`config.mk`:
```
export PLATFORM = sky130hd
export DESIGN_NAME = mbist_march_sequencer
export DESIGN_NICKNAME = d
export VERILOG_FILES = /design/src/rtl/mbist_pkg.sv /design/src/rtl/mbist_addr_gen.sv /design/src/rtl/mbist_march_sequencer.sv
export SDC_FILE = /design/constraint.sdc
export NUM_CORES = 1
export LEC_CHECK = 0
export BUFFER_PORTS_ARGS = -buffer_cell sky130_fd_sc_hd__buf_2
export CORE_ASPECT_RATIO = 1.2
export CORE_MARGIN = 3
export CORE_UTILIZATION = 30
export CTS_CLUSTER_SIZE = 40
export DETAILED_ROUTE_END_ITERATION = 8
export GPL_TIMING_DRIVEN = 0
export PLACE_DENSITY = 0.59
export SYNTH_ARGS = -nofsm -noshare
export SYNTH_HDL_FRONTEND = slang
export SYNTH_SLANG_ARGS = --single-unit
```
`constraint.sdc`:
```
create_clock -name clk -period 2.9 [get_ports clk]
set_input_delay 0.435 -clock clk [delete_from_list [all_inputs] [get_ports clk]]
set_output_delay 0.435 -clock clk [all_outputs]
set_load 0.01 [all_outputs]
```
`src/rtl/mbist_pkg.sv`:
```
// Shared definitions for the March C- memory BIST sequencer.
//   state_t    : sequencer FSM states (IDLE, RUN, DRAIN, DONE)
//   march_op_t : per-cycle memory operation (W0, W1, R0, R1)
//   elem_t     : one march element (op count, direction, op list)
//   elem_info  : element table lookup for March C-:
//                M0 up(w0) M1 up(r0,w1) M2 up(r1,w0)
//                M3 down(r0,w1) M4 down(r1,w0) M5 up(r0)
package mbist_pkg;

  localparam int unsigned NUM_ELEM  = 6;
  localparam logic [2:0]  LAST_ELEM = 3'(NUM_ELEM - 1);

  typedef enum logic [1:0] {
    IDLE,
    RUN,
    DRAIN,
    DONE
  } state_t;

  typedef enum logic [1:0] {
    W0,
    W1,
    R0,
    R1
  } march_op_t;

  typedef struct packed {
    logic      two_ops;  // element applies two ops per address
    logic      down;     // address order N-1..0
    march_op_t op0;
    march_op_t op1;
  } elem_t;

  function automatic elem_t elem_info(input logic [2:0] idx);
    elem_t e;
    e = '{two_ops: 1'b0, down: 1'b0, op0: W0, op1: W0};
    case (idx)
      3'd0: e = '{two_ops: 1'b0, down: 1'b0, op0: W0, op1: W0};
      3'd1: e = '{two_ops: 1'b1, down: 1'b0, op0: R0, op1: W1};
      3'd2: e = '{two_ops: 1'b1, down: 1'b0, op0: R1, op1: W0};
      3'd3: e = '{two_ops: 1'b1, down: 1'b1, op0: R0, op1: W1};
      3'd4: e = '{two_ops: 1'b1, down: 1'b1, op0: R1, op1: W0};
      3'd5: e = '{two_ops: 1'b0, down: 1'b0, op0: R0, op1: W0};
      default: ;
    endcase
    return e;
  endfunction

endpackage

```
`src/rtl/mbist_addr_gen.sv`:
```
// Up/down address counter for the march sequencer.
//   clk_i, rst_i   : clock, synchronous active-high reset (clears to 0)
//   load_i         : load start address (0, or N-1 when load_down_i)
//   load_down_i    : direction of the element being loaded
//   step_i         : advance one address in direction dir_down_i
//   dir_down_i     : direction of the element currently running
//   addr_o         : current address
//   tc_o           : terminal count (last address for dir_down_i)
module mbist_addr_gen #(
  parameter int unsigned ADDR_W = 6
) (
  input  logic              clk_i,
  input  logic              rst_i,
  input  logic              load_i,
  input  logic              load_down_i,
  input  logic              step_i,
  input  logic              dir_down_i,
  output logic [ADDR_W-1:0] addr_o,
  output logic              tc_o
);

  logic [ADDR_W-1:0] addr_q;
  logic [ADDR_W-1:0] addr_d;

  always_comb begin
    addr_d = addr_q;
    if (load_i) begin
      addr_d = load_down_i ? '1 : '0;
    end else if (step_i) begin
      addr_d = dir_down_i ? (addr_q - 1'b1) : (addr_q + 1'b1);
    end
  end

  always_ff @(posedge clk_i) begin
    if (rst_i) begin
      addr_q <= '0;
    end else begin
      addr_q <= addr_d;
    end
  end

  assign addr_o = addr_q;
  assign tc_o   = dir_down_i ? (addr_q == '0) : (addr_q == '1);

endmodule

```
`src/rtl/mbist_march_sequencer.sv`:
```
// March C- memory BIST sequencer: one memory op per RUN cycle, read data
// compared one cycle after each read, sticky fail flag.
//   clk, rst   : clock, synchronous active-high reset
//   start      : launch level, sampled only in IDLE
//   addr, wr_en, rd_en, wdata : memory op for the current cycle
//   rdata      : memory read data, valid one cycle after rd_en
//   busy, done : RUN/DRAIN indicator, single-cycle completion pulse
//   fail, fail_addr, fail_elem : sticky mismatch flag and first-fail info
// Build option: MBIST_FAIL_CAPTURE_EN enables fail_addr/fail_elem capture;
// when undefined both outputs are tied to 0.
module mbist_march_sequencer
  import mbist_pkg::*;
#(
  parameter int unsigned ADDR_W = 6,
  parameter int unsigned DATA_W = 8
) (
  input  logic              clk,
  input  logic              rst,
  input  logic              start,
  output logic [ADDR_W-1:0] addr,
  output logic              wr_en,
  output logic              rd_en,
  output logic [DATA_W-1:0] wdata,
  input  logic [DATA_W-1:0] rdata,
  output logic              busy,
  output logic              done,
  output logic              fail,
  output logic [ADDR_W-1:0] fail_addr,
  output logic [2:0]        fail_elem
);

  state_t      state_q, state_d;
  logic [2:0]  elem_q, elem_d;
  logic        opsel_q, opsel_d;
  logic        pend_q, pend_d;
  logic        exp_one_q, exp_one_d;
  logic        fail_q, fail_d;

  elem_t       cur;
  march_op_t   op;
  logic        launch;
  logic        mismatch;

  logic              ag_load;
  logic              ag_load_down;
  logic              ag_step;
  logic [ADDR_W-1:0] ag_addr;
  logic              ag_tc;

  mbist_addr_gen #(
    .ADDR_W(ADDR_W)
  ) u_addr_gen (
    .clk_i      (clk),
    .rst_i      (rst),
    .load_i     (ag_load),
    .load_down_i(ag_load_down),
    .step_i     (ag_step),
    .dir_down_i (cur.down),
    .addr_o     (ag_addr),
    .tc_o       (ag_tc)
  );

  // Sequencing: the address counter is preloaded for element 0 on launch
  // and for element e+1 on the last op of element e, so RUN never idles.
  always_comb begin
    state_d      = state_q;
    elem_d       = elem_q;
    opsel_d      = opsel_q;
    ag_load      = 1'b0;
    ag_load_down = 1'b0;
    ag_step      = 1'b0;
    launch       = 1'b0;
    cur          = elem_info(elem_q);
    op           = opsel_q ? cur.op1 : cur.op0;
    addr         = '0;
    wr_en        = 1'b0;
    rd_en        = 1'b0;
    wdata        = '0;
    busy         = 1'b0;
    done         = 1'b0;

    case (state_q)
      IDLE: begin
        if (start) begin
          state_d      = RUN;
          elem_d       = '0;
          opsel_d      = 1'b0;
          ag_load      = 1'b1;
          ag_load_down = elem_info('0).down;
          launch       = 1'b1;
        end
      end
      RUN: begin
        busy  = 1'b1;
        addr  = ag_addr;
        wr_en = (op == W0) || (op == W1);
        rd_en = (op == R0) || (op == R1);
        wdata = (op == W1) ? '1 : '0;
        if (opsel_q == cur.two_ops) begin
          opsel_d = 1'b0;
          if (ag_tc) begin
            if (elem_q == LAST_ELEM) begin
              state_d = DRAIN;
            end else begin
              elem_d       = elem_q + 3'd1;
              ag_load      = 1'b1;
              ag_load_down = elem_info(elem_q + 3'd1).down;
            end
          end else begin
            ag_step = 1'b1;
          end
        end else begin
          opsel_d = 1'b1;
        end
      end
      DRAIN: begin
        busy    = 1'b1;
        state_d = DONE;
      end
      DONE: begin
        done    = 1'b1;
        state_d = IDLE;
      end
      default: state_d = IDLE;
    endcase
  end

  // Read compare: expected background registered with the read, checked
  // against rdata in the following cycle (DRAIN covers the last M5 read).
  always_comb begin
    pend_d    = rd_en;
    exp_one_d = (op == R1);
    mismatch  = pend_q && (rdata != (exp_one_q ? {DATA_W{1'b1}} : {DATA_W{1'b0}}));
    fail_d    = launch ? 1'b0 : (fail_q | mismatch);
  end

  always_ff @(posedge clk) begin
    if (rst) begin
      state_q   <= IDLE;
      elem_q    <= '0;
      opsel_q   <= 1'b0;
      pend_q    <= 1'b0;
      exp_one_q <= 1'b0;
      fail_q    <= 1'b0;
    end else begin
      state_q   <= state_d;
      elem_q    <= elem_d;
      opsel_q   <= opsel_d;
      pend_q    <= pend_d;
      exp_one_q <= exp_one_d;
      fail_q    <= fail_d;
    end
  end

  assign fail = fail_q;

`ifdef MBIST_FAIL_CAPTURE_EN
  logic [ADDR_W-1:0] cmp_addr_q, cmp_addr_d;
  logic [2:0]        cmp_elem_q, cmp_elem_d;
  logic [ADDR_W-1:0] fail_addr_q, fail_addr_d;
  logic [2:0]        fail_elem_q, fail_elem_d;

  always_comb begin
    cmp_addr_d  = cmp_addr_q;
    cmp_elem_d  = cmp_elem_q;
    fail_addr_d = fail_addr_q;
    fail_elem_d = fail_elem_q;
    if (rd_en) begin
      cmp_addr_d = addr;
      cmp_elem_d = elem_q;
    end
    if (launch) begin
      fail_addr_d = '0;
      fail_elem_d = '0;
    end else if (mismatch && !fail_q) begin
      fail_addr_d = cmp_addr_q;
      fail_elem_d = cmp_elem_q;
    end
  end

  always_ff @(posedge clk) begin
    if (rst) begin
      cmp_addr_q  <= '0;
      cmp_elem_q  <= '0;
      fail_addr_q <= '0;
      fail_elem_q <= '0;
    end else begin
      cmp_addr_q  <= cmp_addr_d;
      cmp_elem_q  <= cmp_elem_d;
      fail_addr_q <= fail_addr_d;
      fail_elem_q <= fail_elem_d;
    end
  end

  assign fail_addr = fail_addr_q;
  assign fail_elem = fail_elem_q;
`else
  assign fail_addr = '0;
  assign fail_elem = '0;
`endif

endmodule

```
After elaboration in Yosys (flattened, before gate mapping)
Index checks and enable logic that the tools add are counted.
{ "classes": {"bitwise_logic": 1, "shift": 0, "mux": 42, "magnitude_cmp": 0, "n_mul": 0, "reduce_logical": 13, "div_mod_pow": 0, "eq_ne": 24, "addsub": 3} }
{ "ops": {"columns": ["op", "count"], "rows": [
  ["6-bit two-way mux", 5],
  ["6-bit one-hot mux with 5 select lines", 1],
  ["5-bit one-hot mux with 5 select lines", 1],
  ["8-bit two-way mux", 3],
  ["1-bit two-way mux", 19],
  ["3-bit by 2-bit equality test with 1-bit output (second input constant)", 4],
  ["3-bit equality test (second input constant)", 4],
  ["3-bit two-way mux", 4],
  ["2-bit two-way mux", 5],
  ["2-bit inequality test (second input constant)", 5],
  ["2-bit equality test (second input constant)", 4],
  ["8-bit inequality test", 1],
  ["2-bit one-hot mux with 4 select lines", 1],
  ["6-bit by 1-bit adder with 6-bit output (second input constant)", 1],
  ["3-bit by 1-bit equality test with 1-bit output (second input constant)", 2],
  ["6-bit equality test (second input constant)", 1],
  ["6-bit zero test", 1],
  ["3-bit one-hot mux with 2 select lines", 1],
  ["6-bit by 1-bit subtractor with 6-bit output (second input constant)", 1],
  ["5-bit AND reduction", 1],
  ["2-bit by 1-bit equality test with 1-bit output (second input constant)", 2],
  ["2-bit zero test", 2],
  ["1-bit one-hot mux with 2 select lines", 2],
  ["4-bit AND reduction", 1],
  ["8 further kinds", 11]
]} }
{ "totals": {"output_inout_bits": 28, "latchBits": 0, "input_bits": 11, "rom_bits": 0, "regBits": 15, "ramBits": 0, "memories": 0} }

Logic depth before layout (Yosys ltp)
{ "depth": {"ltp_word": 9, "ltp_mapped": 12} }

Cells and area by module
From an unflattened synthesis, not the netlist that was laid out.
{ "hier_totals": {"hier_cells": 181, "hier_area_um2": 1458.9} }
{ "modules_own_cells": {"columns": ["mod", "instances", "area_each_um2", "cells_per_inst"], "rows": [
  ["mbist_march_sequencer", 1, 977.2, 120],
  ["mbist_addr_gen", 1, 481.7, 61]
]} }

Worst setup path before layout
No wires, ideal clock.
{ "synth_timing": {"kind": "reg-to-reg", "from": "reg elem_q[0]", "to": "reg u_addr_gen.addr_q[3] (netlist: u_addr_gen.addr_o[3])", "slack_ps": 567, "path_buffers": 2, "arrival_time_ps": 2201, "period_less_slack_ps": 2333, "setup_ps": 132, "stages_incl_launch_ff": 11, "cell_sequence": "dfxtp_1 ha_1 ha_1 buf_4 or4_1 o211a_2 o21a_4 and3_4 buf_6 a211oi_1 nor3_1"} }
{ "synth_via": {"elab_chain_len": 9, "word_cells_on_any_way": 31, "cone_classes": "add/sub (1); eq/ne (11); mux (18); reduce/logical (1)"} }
{ "synth_rtl": {"columns": ["element", "line", "rtl"], "rows": [
  ["start, declared", "mbist_march_sequencer.sv:33", "logic [2:0] elem_q, elem_d;"],
  ["start signal, assigned", "mbist_march_sequencer.sv:147", "elem_q <= elem_d;"],
  ["3-bit by 1-bit adder with 3-bit output", "mbist_march_sequencer.sv:107", "ag_load_down = elem_info(elem_q + 3'd1).down;"],
  ["3-bit equality test, or another cell as far along", "mbist_pkg.sv:37", "case (idx)"],
  ["5-bit one-hot mux with 5 select lines", "mbist_pkg.sv:37", null],
  ["1-bit two-way mux", "mbist_march_sequencer.sv:102", "if (elem_q == LAST_ELEM) begin"],
  ["1-bit two-way mux", "mbist_march_sequencer.sv:101", "if (ag_tc) begin"],
  ["1-bit two-way mux", "mbist_march_sequencer.sv:99", "if (opsel_q == cur.two_ops) begin"],
  ["1-bit two-way mux", null, null],
  ["6-bit two-way mux", "mbist_addr_gen.sv:28", "addr_d = load_down_i ? '1 : '0;"],
  ["6-bit two-way mux", "mbist_addr_gen.sv:27", "if (load_i) begin"],
  ["end signal, assigned", "mbist_addr_gen.sv:38", "addr_q <= addr_d;"],
  ["end, declared", "mbist_addr_gen.sv:22", "logic [ADDR_W-1:0] addr_q;"]
]} }
Several ways; a longest one is shown, not always the timed one. The select of a mux whose other input is x is not followed.
A chain may end at the register's enable or synchronous reset.

Worst setup path in the final report
{ "layout_timing": {"from": "reg state_q[1]", "to": "out wdata[6]"} }
{ "layout_via": {"elab_chain_len": 2} }
{ "layout_rtl": {"columns": ["element", "line", "rtl"], "rows": [
  ["start, declared", "mbist_march_sequencer.sv:32", "state_t state_q, state_d;"],
  ["start signal, assigned", "mbist_march_sequencer.sv:146", "state_q <= state_d;"],
  ["2-bit by 1-bit equality test with 1-bit output", "mbist_march_sequencer.sv:82", "case (state_q)"],
  ["8-bit two-way mux", "mbist_march_sequencer.sv:82", null],
  ["end, declared", "mbist_march_sequencer.sv:23", "output logic [DATA_W-1:0] wdata,"]
]} }
Every way passes these cells.

==> results.cfg <==
[status]
status = finished, final reports clean

[pwr]
ir_drop_v = 0.000264
cellLeakagePower_nw = 0.777
power_density_nw_per_um2 = 614

[cells_and_area]
antenna_cells = 0
nNetsFinal = 236
final_cells = 268
post-route-util_pct = 38.5
num-fill-cells = 469
syn_to_final_growth_pct = 21.3
drive_above_1_share_pct = 32.1

[routing]
drc = 0
dr.pass1.iters = 4
route.final.wire_length_um = 3050
drt_iter0_drc = 29
wl_per_cell_um = 11.4
routed_via_density = 4.71
ant_nets = 0
num_vias = 1262

[grt]
grt_max_degree = 11
grt_overflow_total = 0
grt_antenna_before_repair = 0
grt_pass1_wl_um = 4980
grt.met1_usage_pct = 14.2
track_usage_pct = 12.0
grt_busiest_layer = met2
met2_usage_pct = 20.6
grt_use_met3_pct = 1.82
grt_pass1_vias = 1115

[logic_synthesis]
yosys.area.top_type_share_pct = 21.9
synth_top_area_cell = dfxtp_1
syn_inst = 171
synth.area.top_cells = dfxtp_1 22%, ha_1 11%, buf_4 9.3%
ys_types = 47
async_reset_ff_share_pct = 0
syn_area_um2 = 1370
synth_ff_type = dfxtp_1
synth-seq-cells = 15
synth_edf_count = 0
yosysWarningCount = 0
avgSynthCellArea_um2 = 8.03
ys_seq_area_share_pct = 21.9

[place]
post-place-cells = 264
port_buffers = 29
place_hpwl_um = 2370
finalWeightedCongestion = 0.795

[clock_network]
cts_made_buffers = 3
clk_pin_slew_ns = 0.06
clock_latency_ns = 0.26
clockBufferDepth = 2
cts_hold_buf = 0
cts_root_buf = clkbuf_8
cts_htree_levels = 1
cts_tree = built
clock-sinks = 15

[timing]
period_needed_ns = 2.53
post-route-period-util_pct = 87.3
fmax_mhz = 395
setup_viol = 0
hold_viol = 0
rsz0062_at_grt = false
setup_tns_ns = 0
relSlewSlack_pct = 62.1
drv_slew = 0
worstMarginPinSlew_ns = 0.568
fin_skew_ns = 0.000633

[critical_path]
crit_path_end_kind = output port
path_max_fanout = 10
start_kind = register
r2r-end = u_addr_gen.addr_o[3]
arrival_ns = 2.10
reg2reg_depth = 10
r2r_start = elem_q[0]
critPathLaunch = state_q[1]
required_ns = 2.47
path_class = reg2out
timing.reg2reg.setup_slack_ns = 0.43
endpoint = wdata[6]

[floorplanning]
core-area_um2 = 4330
dieArea_um2 = 5430
io_pins = 39
die_x_um = 67.8
rows = 26
die_y_um = 80.1
start_util_pct = 31.8

[worst_hold_path]
min_from = rst
min_path_type = in2reg

[run]
cap_violations = 0
[what timing repair did]
| item | CTS | global route |
|---|---|---|
| buffers inserted | 0 | 0 |
| endpoints found under the setup margin | 0 | 7 |
| resized for setup | 0 | 1 |
[layout make-up]
type                            count  area [um2]  share of cell area [%]
Tap cell                           56        70.1                    4.20
Sequential cell                    15         300                    18.0
Buffer                             24         169                    10.1
Inverter                            8        30.0                    1.80
Timing Repair Buffer               29         145                    8.71
Clock buffer                        4        45.0                    2.70
Multi-Input combinational cell    132         907                    54.4
[synth_stat cells (all sizes together), types with 2 or more instances]
cell / n
clkbuf: 5
nor2: 14
ha: 12
inv: 8
a211oi: 5
and2: 7
or3: 2
dfxtp: 15
o31ai: 3
a21o: 2
o21bai: 2
o32ai: 2
nand2: 10
nor3: 11
and3: 3
o21a: 2
and4: 2
a31oi: 3
nor4: 2
mux2i: 2
a2bb2oi: 2
nand4: 5
o21ai: 2
a21oi: 17
buf: 19
[registers in the layout, summed over array words and instances (netlist names)]
register / flops
exp_one_q: 1
fail: 1
opsel_q: 1
elem_q: 3
pend_q: 1
state_q: 2
u_addr_gen.addr_o: 6
[cell families after synthesis]
kind of cell / count (synthesis) / share of synthesized area [%]
fa+ha+maj: 12 / 10.9
buf+inv: 32 / 14.5
mux: 3 / 2.28
compound gates: 45 / 25.1
other cells: 1 / 0.273
flops: 15 / 21.9
simple gates: 62 / 24.4
xor+xnor: 1 / 0.638
[power breakdown]
part           switching, mW  leakage [nW]  internal (mW)
Clock                 0.0808        0.0228         0.0977
Combinational          0.339         0.632          0.227
Sequential            0.0359         0.122          0.243
[per-layer routing]
| metal | vias to the layer above | routed length [um] |
|---|---|---|
| li1 | 673 | - |
| met1 | 541 | 1340 |
| met2 | 43 | 1410 |
| met3 | 5 | 235 |
| met4 | 0 | 57 |
| met5 | - | 0 |
[metrics by stage]
step | hold slack [ns] | power, mW | cell area, um2 | setup slack (ns)
finish | 0.471 | 1.02 | 1670 | 0.367
CTS | 0.468 | 1.04 | 1660 | 0.195
floorplan | 0.477 | 0.717 | 1400 | 0.567
global placement | 0.502 | 0.857 | 1620 | 0.435
detailed placement | 0.496 | 0.857 | 1620 | 0.430
global route | 0.490 | 1.13 | 1670 | 0.0998
[how the worst min path moves through the flow]
stage                                       to  slack, ns  cells past startpoint
after global routing      u_addr_gen.addr_o[2]       0.49                      2
after detailed placement                  fail       0.50                      2
after CTS                 u_addr_gen.addr_o[2]       0.47                      2
after global placement                    fail       0.50                      2
final                     u_addr_gen.addr_o[2]       0.47                      2
after floorplan                           fail       0.48                      2
[worst max-delay path, cell delays in order (launching register included)]
cell      delay (ns)
dfxtp_1         0.33
inv_1           0.10
ha_1            0.31
clkbuf_1        0.40
nand2_1         0.12
nor2_2          0.30
buf_4           0.16
buf_2           0.12
[cell usage in the layout (no fill, tap or decap), types with 2 or more instances in the layout]
cell	n
buf_6	2
and3_1	2
and4_1	2
a211oi_2	2
ha_1	12
buf_2	29
o21bai_1	2
a2bb2oi_1	2
nor2_1	13
o31ai_1	3
nand4_1	5
mux2i_1	2
buf_4	17
a21oi_1	14
a31oi_1	2
and2_1	7
dfxtp_1	15
clkbuf_1	6
nand2_1	10
nor4_1	2
conb_1	9
a211oi_1	3
inv_1	8
o21ai_0	2
a21oi_2	3
nor3_1	11
clkbuf_8	3
a21o_2	2
(Power assumes the default switching activity.)
